## src/rtl/cnt_event_mon.sv

```systemverilog
// -----------------------------------------------------------------------------
// cnt_event_mon
// Watches a free-running counter value and logs every change as an event word
// {wrap, value} into a small FIFO. The FIFO drains through a valid/ready
// interface so a slow consumer can read the counter history in order.
// Overflow (an event dropped because the FIFO was full) sets a sticky flag.
//
// Ports:
//   clk        in   system clock, rising edge
//   rst        in   asynchronous active-low reset (release synchronous to clk)
//   cnt        in   monitored counter value [CNT_W-1:0]
//   mon_en     in   monitor enable; 0 disarms capture
//   out_valid  out  FIFO non-empty, head entry on out_data
//   out_ready  in   consumer accepts head when out_valid=1
//   out_data   out  {wrap, value} [CNT_W:0]; zero when FIFO is empty
//   level      out  FIFO occupancy 0..DEPTH [ADDR_W:0]
//   ovf        out  sticky overflow flag
//   clr_ovf    in   synchronous clear of ovf (a same-cycle drop wins)
//   thr_hit    out  (CNT_EVENT_MON_THRESH_EN only) one-cycle pulse after an
//                   event whose value equals THRESH, pushed or dropped
//
// Build option: define CNT_EVENT_MON_THRESH_EN to add the THRESH parameter and
// the thr_hit output.
// -----------------------------------------------------------------------------
module cnt_event_mon #(
    parameter int CNT_W  = 8,
    parameter int DEPTH  = 4,
    parameter int ADDR_W = 2
`ifdef CNT_EVENT_MON_THRESH_EN
    ,
    parameter logic [CNT_W-1:0] THRESH = 8'hFF
`endif
) (
    input  logic              clk,
    input  logic              rst,
    input  logic [CNT_W-1:0]  cnt,
    input  logic              mon_en,
    output logic              out_valid,
    input  logic              out_ready,
    output logic [CNT_W:0]    out_data,
    output logic [ADDR_W:0]   level,
    output logic              ovf,
    input  logic              clr_ovf
`ifdef CNT_EVENT_MON_THRESH_EN
    ,
    output logic              thr_hit
`endif
);

    localparam logic [ADDR_W:0] LP_DEPTH = (ADDR_W + 1)'(DEPTH);

    // Event storage; intentionally not reset, occupancy is tracked by r_level.
    logic [CNT_W:0]    r_mem [DEPTH];

    logic [CNT_W-1:0]  r_prev;
    logic              r_prev_vld;
    logic [ADDR_W-1:0] r_wptr;
    logic [ADDR_W-1:0] r_rptr;
    logic [ADDR_W:0]   r_level;
    logic              r_ovf;

    logic              w_event;
    logic              w_wrap;
    logic              w_full;
    logic              w_empty;
    logic              w_pop;
    logic              w_push;
    logic              w_drop;

    // An event needs an armed reference value; unsigned decrease marks a wrap
    // (rollover or upstream reset).
    assign w_event = mon_en && r_prev_vld && (cnt != r_prev);
    assign w_wrap  = (cnt < r_prev);
    assign w_full  = (r_level == LP_DEPTH);
    assign w_empty = (r_level == '0);
    assign w_pop   = !w_empty && out_ready;
    // When full, a same-cycle pop frees the slot the push needs.
    assign w_push  = w_event && (!w_full || w_pop);
    assign w_drop  = w_event && w_full && !w_pop;

    // Reference value tracking: arming and event edges both load cnt.
    always_ff @(posedge clk or negedge rst) begin
        if (!rst) begin
            r_prev     <= '0;
            r_prev_vld <= 1'b0;
        end else if (!mon_en) begin
            r_prev_vld <= 1'b0;
        end else begin
            r_prev_vld <= 1'b1;
            r_prev     <= cnt;
        end
    end

    always_ff @(posedge clk) begin
        if (w_push) begin
            r_mem[r_wptr] <= {w_wrap, cnt};
        end
    end

    always_ff @(posedge clk or negedge rst) begin
        if (!rst) begin
            r_wptr  <= '0;
            r_rptr  <= '0;
            r_level <= '0;
        end else begin
            if (w_push) begin
                r_wptr <= r_wptr + ADDR_W'(1);
            end
            if (w_pop) begin
                r_rptr <= r_rptr + ADDR_W'(1);
            end
            case ({w_push, w_pop})
                2'b10:   r_level <= r_level + (ADDR_W + 1)'(1);
                2'b01:   r_level <= r_level - (ADDR_W + 1)'(1);
                default: r_level <= r_level;
            endcase
        end
    end

    // Sticky overflow; a drop in the clearing cycle keeps the flag set.
    always_ff @(posedge clk or negedge rst) begin
        if (!rst) begin
            r_ovf <= 1'b0;
        end else if (w_drop) begin
            r_ovf <= 1'b1;
        end else if (clr_ovf) begin
            r_ovf <= 1'b0;
        end
    end

    assign out_valid = !w_empty;
    assign out_data  = w_empty ? '0 : r_mem[r_rptr];
    assign level     = r_level;
    assign ovf       = r_ovf;

`ifdef CNT_EVENT_MON_THRESH_EN
    logic r_thr_hit;

    always_ff @(posedge clk or negedge rst) begin
        if (!rst) begin
            r_thr_hit <= 1'b0;
        end else begin
            r_thr_hit <= w_event && (cnt == THRESH);
        end
    end

    assign thr_hit = r_thr_hit;
`endif

endmodule
```

## config.mk

```make
export PLATFORM = sky130hd
export DESIGN_NAME = cnt_event_mon
export DESIGN_NICKNAME = d
export VERILOG_FILES = /design/src/rtl/cnt_event_mon.sv
export SDC_FILE = /design/constraint.sdc
export NUM_CORES = 1
export LEC_CHECK = 0
export ABC_AREA = 0
export BUFFER_PORTS_ARGS = -buffer_cell sky130_fd_sc_hd__buf_2
export CAP_MARGIN = 20
export CORE_ASPECT_RATIO = 0.9
export CORE_MARGIN = 2
export CORE_UTILIZATION = 38
export DETAILED_ROUTE_END_ITERATION = 10
export GPL_ROUTABILITY_DRIVEN = 0
export HOLD_SLACK_MARGIN = 0.12
export MAX_ROUTING_LAYER = met4
export PLACE_DENSITY = 0.57
export SYNTH_ARGS = -nofsm -noshare
export SYNTH_HDL_FRONTEND = slang
export SYNTH_SLANG_ARGS = --single-unit
```

## constraint.sdc

```tcl
create_clock -name clk -period 2 [get_ports clk]
set_input_delay 0.4 -clock clk [delete_from_list [all_inputs] [get_ports clk]]
set_output_delay 0.4 -clock clk [all_outputs]
set_load 0.01 [all_outputs]
```

Word level (Yosys, flattened, before mapping)
Memory sizes are Yosys's and may differ from the RTL's. Cells that the tools add are included.

Memories: 1. Bits in latches: 0. Memory bits (writable): 36. Memory bits (read-only): 0. Bits in registers: 17. Word-level logic and storage cells: 36. Input bits: 13. Output and inout bits: 14.

Bitwise logic cells: 0. Reductions and logical operators: 13. Divide/modulo/power cells: 0. Shift-type cells: 0. Multipliers: 0. Eq/ne operators: 4. Multiplexer cells: 7. Magnitude comparators: 1. Add/subtract/negate cells: 4.

Memory list: r_mem (depth 4, bits a word 9, rd ports 1, clocked after memory_dff 0, write ports 1, RTL line 53) `logic [CNT_W:0] r_mem [DEPTH];`.

Operator list (number): $mux W9 (1); $lt A8 B8 Y1 (1); $ne A8 B8 Y1 (1); $logic_and A1 B1 Y1 (6); $pmux W3 S2 (1); $mux W1 (5); $add A2 B1 Y2 const B (2); $reduce_bool A2 Y1 (2); $add A3 B1 Y3 const B (1); $eq A3 B3 Y1 const B (1); $logic_not A1 Y1 (3); $logic_not A3 Y1 (1); $sub A3 B1 Y3 const B (1); $eq A2 B1 Y1 const B (1); $eq A2 B2 Y1 const B (1); $logic_or A1 B1 Y1 (1).

Logic depth before layout (Yosys ltp)
Word-level depth: 7. Depth in mapped cells: 12. Gate-level depth less buffers: 12.

Worst setup path before layout
No wires, ideal clock.

Path type: input-to-reg. Start: in cnt[6]. End: reg r_level[2] (netlist: level[2]). Path buffers: 0. Setup time: 0.079 ns. Cell stages on the path: 11. Data required time: 1.921 ns. Arrival time: 2.123 ns. Slack: -0.202 ns. Cell sequence: ha_1 nand4_1 nor2_1 nor3_4 inv_1 ha_1 inv_1 fa_1 xor2_1 nor2_1 xor2_1.

Longest elaborated chain between the ends: 5. Elaborated cells between the ends (all ways): 7. Those cells by class: 3 x eq/ne; 1 x mux; 3 x reduce/logical.

RTL lines: start: declaration (RTL line 36) `input logic [CNT_W-1:0] cnt,`; $ne A8 B8 Y1 * (RTL line 72) `assign w_event = mon_en && r_prev_vld && (cnt != r_prev);`; $logic_and A1 B1 Y1 * (RTL line 72); $logic_and A1 B1 Y1 * (RTL line 78) `assign w_push = w_event && (!w_full || w_pop);`; $eq A2 B1 Y1 or $eq A2 B2 Y1 (tied branches) (RTL line 112) `case ({w_push, w_pop})`; $pmux W3 S2 or $reduce_bool A2 Y1 (tied branches); end signal: assignment (RTL line 113) `2'b10: r_level <= r_level + (ADDR_W + 1)'(1);`; end signal: assignment (RTL line 114) `2'b01: r_level <= r_level - (ADDR_W + 1)'(1);`; end signal: assignment (RTL line 115) `default: r_level <= r_level;`; end: declaration (RTL line 59) `logic [ADDR_W:0] r_level;`.

Every way passes the cells marked *; elsewhere a longest branch is shown, timed or not. A chain may end at the register's enable or synchronous reset.

Worst setup path in the final report
Start: reg r_prev[7]. End: reg r_level[2] (netlist: level[2]).

Longest elaborated chain between the ends: 5. Elaborated cells between the ends (all ways): 7. Those cells by class: 3 x eq/ne; 1 x mux; 3 x reduce/logical.

RTL lines: start: declaration (RTL line 55) `logic [CNT_W-1:0] r_prev;`; start signal: assignment (RTL line 90) `r_prev <= cnt;`; $ne A8 B8 Y1 * (RTL line 72); $logic_and A1 B1 Y1 * (RTL line 72); $logic_and A1 B1 Y1 * (RTL line 78); $eq A2 B1 Y1 or $eq A2 B2 Y1 (tied branches) (RTL line 112); $pmux W3 S2 or $reduce_bool A2 Y1 (tied branches).

Marks and branches as above.

==> flow_summary_export.csv <==
group,metric,value,unit
status,outcome,"finished with violations",
status,violations,"setup timing",
timing,finalClockSkew,5.84,ps
timing,fmax,468,MHz
worst_setup_path,rr_startpoint,"r_prev[7]",
timing,finalHoldViolCount,0,
place,io_buffers,26,
die,die_x,87.0,um
synth,synth_edf_count,36,
global_routing,grt_pass1_vias,1461,
die,fp-row-count,27,
worst_setup_path,rr_endpoint,"level[2]",
place,dp.cells,273,
synth,synth_common_cells,"edfxtp_1 (36), dfrtp_1 (17), inv_1 (15), and2_1 (13), ha_1 (13)",
drt,postRouteAntennaNets,0,
finish,seq_area,0.00151,mm2
clock_network,cts_tree,"yes",
finish,nNetsFinal,242,
timing,slew_violations,0,
worst_setup_path,crit_arrival,2360,ps
timing,worst_hold_slack,283,ps
min_path,min_from,"clr_ovf",
clock_network,clock-root-buffer,"clkbuf_8",
die,die_height,78.7,um
synth,yosysSeqAreaShare,0.640,
worst_setup_path,cp_max_fo,2,
worst_setup_path,cp-start-kind,"register",
synth,synthArstFlopShare,0.321,
synth,synth_cell_type_count,31,
worst_setup_path,worstPathRequired,2220,ps
worst_setup_path,ff2ff_setup_slack,-130,ps
power_and_ir_drop,powerDensity,1240,mW/mm2
worst_setup_path,endpoint_kind,"register",
timing,tightest_slew,494,ps
clock_network,worst_skew_pair.late_latency,300,ps
timing,worst_slack,-135,ps
drt,drc,0,
drt,first_pass_iters,4,
synth,yosys-top-cells-area,"edfxtp_1 (46%), dfrtp_1 (18%), mux4_2 (7.7%), ha_1 (6.9%), and2_1 (3.5%)",
synth,yosysWarnings,0,
place,hpwl,3100,um
min_path,hold_path.class,"in2reg",
clock_network,cts_buffer_depth,2,
die,die-area,0.00684,mm2
die,core_area,0.00605,mm2
synth,synthDominantCellAreaShare,0.459,
finish,multi_input_area,828,um2
drt,vias,1386,
synth,syn_area_per_cell,15.4,um2
finish,fill_cells,514,
run,max_cap_viol_count,0,
min_path,whs_path_depth,2,
die,start_util,0.389,
synth,synth_area,0.00235,mm2
power_and_ir_drop,ir_drop,365,uV
global_routing,grt_overflow,0,
global_routing,grt_pass1_wl,7200,um
drt,wl,4400,um
global_routing,antenna_found_initial,0,
finish,num_antenna_cells,0,
synth,synth_ff_type,"edfxtp_1",
finish,drive_above_1_share,0.468,
global_routing,track_usage,0.146,
timing,fin_crit,2130,ps
timing,maxSlewHeadroom,0.670,
synth,synth.ff_latch_count,53,
drt,wl_per_cell,15.3,um
global_routing,grt_max_degree,19,
synth,yosysMostFrequentCell,"edfxtp_1",
clock_network,cts-buffers-inserted,5,
clock_network,htreeDepth,2,
clock_network,clock-sinks,53,
timing,setup_viol,10,
synth,synth_nets,180,
finish,finalNonFillerCells,288,
worst_setup_path,worstSetupPathType,"reg2reg",
worst_setup_path,reg2regPathDepth,12,
drt,initialDrtViolationCount,60,
power_and_ir_drop,p_leak,1.26,nW
drt,vias_per_cell,4.81,
clock_network,clk_pin_slew,90,ps
timing,rsz0062_at_grt,"yes",
synth,syn_inst,153,
min_path,hold_path_end,"ovf",
synth,synth_top_cell_by_area,"edfxtp_1",
die,pin_count,27,
finish,syn_to_final_growth,31.3,%
timing,finalCritPeriodShare,1.07,
## repair_timing
action	4_1_cts	5_1_grt
endpoints found under the setup margin	20	20
gates cloned	1	0
pin swaps	9	8
endpoints found under the hold margin	17	0
hold buffers	1	0
setup buffers	5	1
gates resized for setup	16	15
## critical path: stages, from the launching register on
cell     delay [ps]
dfrtp_1         350
inv_2            60
ha_4            270
nand4_1         130
nor2_2          180
nor3_4           50
inv_2            70
ha_4            130
inv_2            30
fa_2            320
xor2_1          150
nor2_1          150
xor2_1          170
## report_power, final
group          internal (mW)  leakage, nW  total [mW]  switching (mW)
registers               1.36        0.529        1.50           0.148
clock network          0.384       0.0603       0.742           0.358
logic                  0.948        0.673        1.57           0.623
total                   2.69         1.26        3.82            1.13
## stage by stage
stage	TNS, ps	area [um2]	setup slack (ps)	total power [mW]	utilization
after floorplan	-118	2360	-96.5	2.28	-
after global placement	-1420	2800	-266	2.73	0.464
after detailed placement	-2120	2800	-402	2.80	0.464
after CTS	-1240	3050	-215	3.77	0.505
after global routing	-1290	3090	-301	4.07	0.511
final	-425	3090	-135	3.82	0.511
## cells in the final DEF, fill, tap and decap left out, types with 3 or more instances in the layout
master    synthesis  final
and2_1           13      6
and2_4            1      7
buf_12            0      3
xor2_1            3      3
buf_2             3     20
xnor2_1           3      3
a21oi_1           3      3
o21ai_1           7      8
inv_1            15     10
ha_1             13      9
mux4_2            8      9
inv_2             0      5
buf_4             0     28
dfrtp_1          17     15
buf_6             1      6
edfxtp_1         36     36
ha_4              0      4
nand2_1          10     10
clkbuf_8          0      5
## sequential cells by signal (all words and copies together), names as in the netlist
signal      count
r_prev_vld      1
r_wptr          2
ovf             1
r_mem          36
r_rptr          2
r_prev          8
level           3
## logic make-up (layout without fill, tap and decap cells)
group,count (synthesis),in the layout,synth area share
flops,53,53,0.640
mux,11,11,0.0989
fa+ha+maj,14,14,0.0776
xor+xnor,6,6,0.0223
compound gates,14,14,0.0324
simple gates,35,35,0.0920
buf+inv,20,83,0.0367
## how the worst max path moves through the flow
| stage | start | endpoint | slack [ps] |
|---|---|---|---|
| floorplan | cnt[0] | level[2] | -100 |
| global placement | cnt[5] | level[2] | -270 |
| detailed placement | cnt[2] | level[2] | -400 |
| CTS | r_prev[5] | level[2] | -220 |
| global route | r_prev[7] | level[2] | -300 |
| finish | r_prev[7] | level[2] | -130 |
## layout make-up
class                           instances  share of cell area
Sequential cell                        53               0.488
Inverter                               15              0.0182
Clock buffer                            5              0.0223
Timing Repair Buffer                   60               0.158
Tap cell                               72              0.0291
Clock inverter                          3              0.0162
Multi-Input combinational cell         80               0.268
## metal layers
layer	routed length (um)	share of wire	GRT usage	up-vias
li1	-	-	-	670
met1	1870	0.43	0.175	679
met2	2340	0.53	0.249	35
met3	170	0.039	0.0379	2
met4	23	0.0052	0.0328	0
met5	0	0	-	-
Note: power is estimated with default switching activity, not from simulation.
